### config.mk
export PLATFORM = sky130hd
export DESIGN_NAME = mips_multi_core
export DESIGN_NICKNAME = d
export VERILOG_FILES = /design/src/rtl/mips_multi_core.sv
export SDC_FILE = /design/constraint.sdc
export NUM_CORES = 2
export LEC_CHECK = 0
export CELL_PAD_IN_SITES_DETAIL_PLACEMENT = 0
export CELL_PAD_IN_SITES_GLOBAL_PLACEMENT = 1
export CORE_MARGIN = 2
export CORE_UTILIZATION = 35
export DETAILED_ROUTE_END_ITERATION = 16
export HOLD_SLACK_MARGIN = 0.08
export PLACE_DENSITY_LB_ADDON = 0.2
export SLEW_MARGIN = 20
export SYNTH_ARGS = -nofsm -noshare
export SYNTH_HDL_FRONTEND = slang
export SYNTH_SLANG_ARGS = --single-unit
### constraint.sdc
create_clock -name clk -period 4.9 [get_ports clk]
set_input_delay 0.98 -clock clk [delete_from_list [all_inputs] [get_ports clk]]
set_output_delay 0.98 -clock clk [all_outputs]
set_load 0.02 [all_outputs]
### src/rtl/mips_multi_core.sv
// Multicycle MIPS-subset core (FETCH/DECODE/EXEC/MEM/WB/HALT). Instruction and
// data memories are external and sit behind req/ready handshakes that may insert wait states.
module mips_multi_core #(
    parameter int DATA_W  = 32,
    parameter int IADDR_W = 10,
    parameter int DADDR_W = 10
) (
    input  logic               clk,
    input  logic               reset_n,
    output logic               imem_req,
    output logic [IADDR_W-1:0] imem_addr,
    input  logic               imem_ready,
    input  logic [31:0]        imem_rdata,
    output logic               dmem_req,
    output logic               dmem_we,
    output logic [DADDR_W-1:0] dmem_addr,
    output logic [DATA_W-1:0]  dmem_wdata,
    input  logic               dmem_ready,
    input  logic [DATA_W-1:0]  dmem_rdata,
    input  logic [4:0]         dbg_sel,
    output logic [DATA_W-1:0]  dbg_data,
    output logic               retire,
    output logic               illegal,
    output logic               halted
);
    typedef enum logic [2:0] {S_FETCH, S_DECODE, S_EXEC, S_MEM, S_WB, S_HALT} state_e;

    localparam logic [5:0] OP_RTYPE = 6'b000000;
    localparam logic [5:0] OP_J     = 6'b000010;
    localparam logic [5:0] OP_BEQ   = 6'b000100;
    localparam logic [5:0] OP_BNE   = 6'b000101;
    localparam logic [5:0] OP_ADDI  = 6'b001000;
    localparam logic [5:0] OP_LW    = 6'b100011;
    localparam logic [5:0] OP_SW    = 6'b101011;
    localparam logic [5:0] OP_HALT  = 6'b111111;
    localparam logic [5:0] F_ADD    = 6'b100000;
    localparam logic [5:0] F_SUB    = 6'b100010;
    localparam logic [5:0] F_AND    = 6'b100100;
    localparam logic [5:0] F_OR     = 6'b100101;
    localparam logic [5:0] F_SLT    = 6'b101010;

    state_e             state_q;
    logic [IADDR_W-1:0] pc_q;
    logic [31:0]        ir_q;
    logic [DATA_W-1:0]  a_q, b_q, imm_q, alu_q, mdr_q;
    logic [DATA_W-1:0]  rf_q [32];
    logic               dmem_req_q, dmem_we_q, halted_q;

    logic [5:0]         opcode, funct;
    logic [4:0]         rs, rt, rd, wr_addr;
    logic               supported, is_branch, br_taken, is_mem;
    logic [DATA_W-1:0]  alu_res, wb_data;

    assign opcode    = ir_q[31:26];
    assign rs        = ir_q[25:21];
    assign rt        = ir_q[20:16];
    assign rd        = ir_q[15:11];
    assign funct     = ir_q[5:0];
    assign is_branch = (opcode == OP_BEQ) || (opcode == OP_BNE);
    assign is_mem    = (opcode == OP_LW) || (opcode == OP_SW);
    assign br_taken  = (opcode == OP_BEQ) ? (a_q == b_q) : (a_q != b_q);
    assign wr_addr   = (opcode == OP_RTYPE) ? rd : rt;
    assign wb_data   = (opcode == OP_LW) ? mdr_q : alu_q;

    always_comb begin
        case (opcode)
            OP_RTYPE: supported = funct inside {F_ADD, F_SUB, F_AND, F_OR, F_SLT};
            OP_J, OP_BEQ, OP_BNE, OP_ADDI, OP_LW, OP_SW, OP_HALT: supported = 1'b1;
            default:  supported = 1'b0;
        endcase
    end

    always_comb begin
        alu_res = a_q + imm_q;
        if (opcode == OP_RTYPE) begin
            case (funct)
                F_SUB:   alu_res = a_q - b_q;
                F_AND:   alu_res = a_q & b_q;
                F_OR:    alu_res = a_q | b_q;
                F_SLT:   alu_res = {{(DATA_W-1){1'b0}}, $signed(a_q) < $signed(b_q)};
                default: alu_res = a_q + b_q;
            endcase
        end
    end

    always_comb begin
        case (state_q)
            S_DECODE: retire = !supported || (opcode == OP_J) || (opcode == OP_HALT);
            S_EXEC:   retire = is_branch;
            S_MEM:    retire = dmem_ready && (opcode == OP_SW);
            S_WB:     retire = 1'b1;
            default:  retire = 1'b0;
        endcase
    end

    // FETCH is the reset state, so the request is qualified by reset_n to stay low
    // while reset is held and to drop the moment reset is asserted.
    assign imem_req   = reset_n && (state_q == S_FETCH);
    assign imem_addr  = pc_q;
    assign illegal    = (state_q == S_DECODE) && !supported;
    assign dmem_req   = dmem_req_q;
    assign dmem_we    = dmem_we_q;
    assign dmem_addr  = alu_q[DADDR_W-1:0];
    assign dmem_wdata = b_q;
    assign halted     = halted_q;
    assign dbg_data   = rf_q[dbg_sel];

    always_ff @(posedge clk or negedge reset_n) begin
        if (!reset_n) begin
            state_q    <= S_FETCH;
            pc_q       <= '0;
            ir_q       <= '0;
            a_q        <= '0;
            b_q        <= '0;
            imm_q      <= '0;
            alu_q      <= '0;
            mdr_q      <= '0;
            dmem_req_q <= 1'b0;
            dmem_we_q  <= 1'b0;
            halted_q   <= 1'b0;
            for (int i = 0; i < 32; i++) rf_q[i] <= '0;
        end else begin
            case (state_q)
                S_FETCH: if (imem_ready) begin
                    ir_q    <= imem_rdata;
                    pc_q    <= pc_q + IADDR_W'(1);
                    state_q <= S_DECODE;
                end
                S_DECODE: begin
                    a_q   <= rf_q[rs];
                    b_q   <= rf_q[rt];
                    imm_q <= DATA_W'($signed(ir_q[15:0]));
                    if (!supported) begin
                        state_q <= S_FETCH;
                    end else if (opcode == OP_J) begin
                        pc_q    <= ir_q[IADDR_W-1:0];
                        state_q <= S_FETCH;
                    end else if (opcode == OP_HALT) begin
                        halted_q <= 1'b1;
                        state_q  <= S_HALT;
                    end else begin
                        state_q <= S_EXEC;
                    end
                end
                S_EXEC: begin
                    alu_q <= alu_res;
                    if (is_branch) begin
                        if (br_taken) pc_q <= pc_q + imm_q[IADDR_W-1:0];
                        state_q <= S_FETCH;
                    end else if (is_mem) begin
                        dmem_req_q <= 1'b1;
                        dmem_we_q  <= (opcode == OP_SW);
                        state_q    <= S_MEM;
                    end else begin
                        state_q <= S_WB;
                    end
                end
                S_MEM: if (dmem_ready) begin
                    dmem_req_q <= 1'b0;
                    dmem_we_q  <= 1'b0;
                    if (opcode == OP_LW) mdr_q <= dmem_rdata;
                    state_q <= (opcode == OP_SW) ? S_FETCH : S_WB;
                end
                S_WB: begin
                    if (wr_addr != 5'd0) rf_q[wr_addr] <= wb_data;
                    state_q <= S_FETCH;
                end
                default: state_q <= S_HALT;
            endcase
        end
    end
endmodule

* Word-level counts from Yosys, hierarchy flattened *
Index checks and enable logic that the tools add are counted.

word-level totals
  register bits after elaboration = 1216
  input bits = 73

operators by class
  reduce and logical (&&, ||, !) cells = 23
  equal/unequal tests = 26
  bitwise logic cells = 7
  $add $sub $neg = 5
  order comparisons = 6
  multiplexer cells = 41

operator list
  cell                   number
  $bwmux 1024            1
  $bmux 32 s5            3
  $mux 32                9
  $demux 32 s5           1
  $pmux 32 s4            1
  $add 32x32->32         2
  $mux 10                5
  $eq 6x6->1 const B     8
  $and 32x32->32         1
  $eq 32x32->1           1
  $lt 32x32->1           1
  $ne 32x32->1           1
  $or 32x32->32          1
  $sub 32x32->32         1
  $pmux 10 s3            1
  $ge 6x6->1 const B     4
  $mux 3                 8
  $not 5->6              4
  $ne 2x2->1 const B     8
  $pmux 3 s5             1
  $eq 6x3->1 const B     2
  $add 10x1->10 const B  1
  $add 10x10->10         1
  $reduce_bool 5->1      2
  23 further kinds       40

* Longest topological paths before layout *
  depth after elaboration = 8
  mapped depth = 18
  gate-level depth less buffers = 15

* Worst setup path before layout *
OpenSTA, ideal clock, no wires.

  path type = input-to-output
  from = in dbg_sel[0]
  to = out dbg_data[0]
  slack = 669 ps
  data required time = 3920 ps
  arrival time = 3251 ps
  path buffers = 3
  stages = 6
  cell sequence = clkbuf_1 > clkbuf_1 > buf_1 > mux4_2 > mux4_2 > mux2_2

on the way
  longest elaborated chain between the ends = 4

RTL lines
  element                                     line  RTL
  start, declared                             20    input logic [4:0] dbg_sel,
  $not 5->6 (implied by the code)             106   assign dbg_data = rf_q[dbg_sel];
  $bmux 32 s5                                 106
  $mux 32 (implied by the code) (2 in a row)  106
  end, declared                               21    output logic [DATA_W-1:0] dbg_data,

No other way between the ends. The select of a mux whose other input is x is not followed.

* Worst setup path after layout *
  from = reg ir_q[28]
  to = out retire

on the way
  longest elaborated chain between the ends = 7

RTL lines
  element                                   line    RTL
  start, declared                           44      logic [31:0] ir_q;
  start signal, assigned                    125     ir_q <= imem_rdata;
  $eq 6x3->1, or another cell as far along  59, 66
  $reduce_or 7->1                           66      case (opcode)
  $pmux 1 s2                                66
  $logic_not 1->1                           n/a
  $logic_or 1x1->1 (2 in a row)             88      S_DECODE: retire = !supported || (opcode == OP_J) || (opcode == OP_HALT);
  $pmux 1 s4 (*)                            87      case (state_q)
  end, declared                             22      output logic retire,

Every way passes the cells marked *; elsewhere a longest branch is shown, timed or not.

==> out/qor.txt <==
Outcome: completed
I/O Pins: 163
Post-synthesis cell count: 6372
Initial antenna violation count: 12
Setup TNS: 0 ns
Crit path arrival time: 3.65 ns
FF-to-FF Start: ir_q[29]
Req. time, crit path: 3.92 ns
GRT Resource Usage Total: 0.2511
Fill cells: 19730
Nets@finish: 6464
Worst-Skew Late Latency: 0.83 ns
Area growth from synthesis to layout: 14.38%
Share of the synthesized area in the top cell type: 0.4110
DRC: 0
Post-CTS setup buffer count: 0
CTS Buf Count: 146
WHS: 0.4158 ns
Max-cap viol count: 0
Worst path cell trace: nor2_1 > nor4b_1 > a31oi_1 > a21oi_1 > a31oi_1 > a211o_1 > nand2_1 > o2111ai_1 > clkdlybuf4s50_1
Period minus WS final: 4.628 ns
Largest net degree at the start of global routing: 147
RSZ-0062 raised after global routing: false
Crit. Startpoint: ir_q[28]
Synth Flop Type: dfrtp_1
Bufs on Longest Clock Path: 3
Die area: 215300 um^2
Synthesized area per cell: 11.62 um^2
Worst hold start: rf_q[1005]
Final-report hold violation count: 0
Die Y: 464.0 um
Die width: 464.0 um
Post-layout util: 0.4033
IO buf count: 162
Core Footprint: 210000 um^2
Rows: 168
Syn nets: 6585
Post-synthesis sequential area ratio: 0.4110
Setup crit end kind: output port
Layout cell share with drive strength beyond 1: 0.2565
Crit path kind: reg2out
First-pass GRT wire length: 397.1 mm
Post-route insts no fill: 9177
First DRT Iteration DRCs: 5542
H-tree depth: 4
Synth area leaders: dfrtp_1, mux4_2, nand2_1
CTS Sinks: 1216
Worst Hold Class: reg2reg
Detailed Place HPWL: 174.4 mm
Worst vdd ir: 536.1 uV
Fraction of registers with async set/reset: 1.000
Slew Limit Headroom: 0.2615
Routed vias/inst: 5.987
CP Buf/Inv Count: 1
CTS root buffer: clkbuf_16
Initial Utilization: 0.3526
Crit share post-route: 0.9446
Pleak: 34.72 nW
Worst Tran Pin Value: 1.077 ns
ANT nets after route: 0
Overflow after GRT: 0
CTS tree: built
CP dominant cell by count: a31oi_1
Worst-path maximum fanout: 10
Pins over their slew limit: 0
GP Congestion: 0.8717
Cell variety after synth: 90
Drt wl/cell: 29.45 um
Routed vias: 54940
Worst-path clk slew: 0.06 ns
Pwr Density: 618.1 nW/um^2
Placed Instances: 8905
Pre-Repair DR Iteration Count: 8
Slowest stage delay, CP: 0.61 ns
EDFF count, synth: 0
CP max-delay cell: clkdlybuf4s50_1
Yosys warning count: 0
#FFs+latches synth: 1216
Area leader, netlist: dfrtp_1
Cell family with most CP delay: compound AO/OA/AOI/OAI gates
Mapped Area: 74040 um^2
Fmax: 216.1 MHz
Routed wire length: 270.3 mm
# setup viols final: 0
Number of global-route vias before repair: 54250
Nature of the critical path startpoint: register
Worst Skew: 0.02612 ns
-- cells by family (layout without fill, tap and decap cells) --
| group | after synthesis | in the layout | share of synthesized area |
|---|---|---|---|
| AO/OA/AOI/OAI | 1540 | 1540 | 0.1142 |
| AND/OR/NAND/NOR | 1495 | 1495 | 0.08179 |
| flip-flops | 1216 | 1216 | 0.4110 |
| multiplexers | 1167 | 1167 | 0.3219 |
| buffers and inverters | 771 | 769 | 0.04196 |
| adder cells (fa/ha/maj) | 140 | 140 | 0.02406 |
| XOR/XNOR | 43 | 43 | 0.005086 |
| other | 0 | 2 | 0 |
-- per-layer routing --
layer / vias up / GRT usage / wire length, um
met5: - / 0 / 13
met4: 2 / 0.07497 / 8321
met3: 415 / 0.04717 / 20070
met2: 2288 / 0.3869 / 122600
met1: 28650 / 0.3600 / 119300
li1: 23590 / - / -
-- synth_stat cells (4+ instances only) --
library cell	count
o22ai_1	19
o31ai_1	10
a211o_1	4
a21oi_2	4
buf_2	125
nand2_2	9
o211ai_1	20
xnor2_1	26
mux2_4	4
mux2i_1	105
clkbuf_1	425
nand2b_1	11
nand2_1	935
xor2_1	17
a21oi_1	431
nor2_1	394
o21ai_0	609
fa_1	4
a221oi_1	10
a21o_1	26
dfrtp_1	1216
o21ai_1	268
nor4_1	8
a211oi_1	16
buf_4	11
and3_1	18
a221o_1	12
mux2_2	71
and2_1	17
nand3_1	25
nand4_1	9
nor3_1	25
o21bai_1	21
inv_1	110
ha_1	136
mux4_2	960
mux2_1	27
buf_1	95
nor2b_1	13
o221ai_1	11
nand3b_1	7
o21a_1	9
a31oi_1	20
-- final cells by class --
cell class,instances,area (um^2),share of cell area
antenna,2,5.005,0.00005909
clock buffer,201,4131,0.04878
clock inverter,66,922.1,0.01089
inverter,113,424.2,0.005008
multi-input combinational,4385,40940,0.4834
sequential,1216,30470,0.3597
tap,2805,3510,0.04144
timing repair buffer,389,4295,0.05072
-- per-stage QoR --
| stage | power [mW] | area (um^2) | setup WS (ns) |
|---|---|---|---|
| after global routing | 55.15 | 84690 | 0.1326 |
| after global placement | 40.49 | 79520 | 0.3155 |
| after floorplan | 31.77 | 74040 | 0.6686 |
| final | 52.35 | 84690 | 0.2716 |
| after CTS | 52.49 | 84650 | 0.06510 |
| after detailed placement | 40.80 | 79590 | 0.2677 |
-- worst reg2reg max path: stages (launching register included) --
cell     delay, ns
dfrtp_1       0.51
nor4_4        0.40
and2_2        0.43
buf_4         0.23
nor3_1        0.06
nor2_2        0.25
inv_2         0.07
a21oi_2       0.21
nand3_1       0.32
nor2b_4       0.92
buf_12        0.30
nor2_1        0.11
a21oi_1       0.11
-- repair_timing --
action                                  4_1_cts  5_1_grt
endpoints found under the hold margin        13        0
gates resized for setup                       0        1
endpoints found under the setup margin        0        1
hold buffers                                  1        0
-- power by group --
part	internal [mW]	switching, mW	total [mW]
logic	10.6	14.1	24.7
clock network	6.76	4.80	11.6
registers	12.6	3.49	16.1
total	29.9	22.4	52.4
-- flip-flops by register name, indices dropped and copies added (netlist names) --
name	flops
imem_addr	10
dmem_req	1
ir_q	32
state_q	3
imm_q	16
alu_q	32
halted	1
mdr_q	32
dmem_we	1
a_q	32
rf_q	1024
dmem_wdata	32
-- worst paths after layout --
check,to,slack (ns),cells after the start
worst max-delay path,retire,0.27,9
worst min-delay path,rf_q[1005],0.42,0
worst max register to register,rf_q[567],0.89,12
worst min register to register,rf_q[1005],0.42,0
max in group asynchronous,rf_q[824],2.43,4
min in group asynchronous,rf_q[747],0.67,2
-- cell usage in the layout, fill, tap and decap left out, types with 11 or more instances in the layout --
| cell type | netlist | routed |
|---|---|---|
| xor2_1 | 17 | 17 |
| buf_4 | 11 | 161 |
| o21ai_0 | 609 | 609 |
| mux2i_1 | 105 | 73 |
| o22ai_1 | 19 | 19 |
| clkdlybuf4s50_1 | 0 | 146 |
| bufinv_16 | 0 | 15 |
| a221o_1 | 12 | 12 |
| mux2i_2 | 0 | 24 |
| nand2_1 | 935 | 924 |
| nand2_4 | 0 | 20 |
| mux2_1 | 27 | 27 |
| o221ai_1 | 11 | 11 |
| o21bai_1 | 21 | 21 |
| clkinv_2 | 0 | 21 |
| a21o_1 | 26 | 26 |
| mux4_2 | 960 | 960 |
| dfrtp_1 | 1216 | 1205 |
| and2_1 | 17 | 16 |
| buf_12 | 0 | 73 |
| clkbuf_16 | 0 | 147 |
| and3_1 | 18 | 13 |
| clkinvlp_4 | 0 | 12 |
| o21ai_1 | 268 | 268 |
| clkbuf_1 | 425 | 29 |
| nand3_1 | 25 | 22 |
| clkbuf_8 | 0 | 25 |
| a211oi_1 | 16 | 16 |
| a31oi_1 | 20 | 20 |
| nor3_1 | 25 | 25 |
| inv_1 | 110 | 110 |
| o211ai_1 | 20 | 20 |
| xnor2_1 | 26 | 26 |
| ha_1 | 136 | 136 |
| a21oi_1 | 431 | 431 |
| nor2_1 | 394 | 393 |
| mux2_2 | 71 | 71 |
No activity file was read; power rests on OpenSTA's default activity.
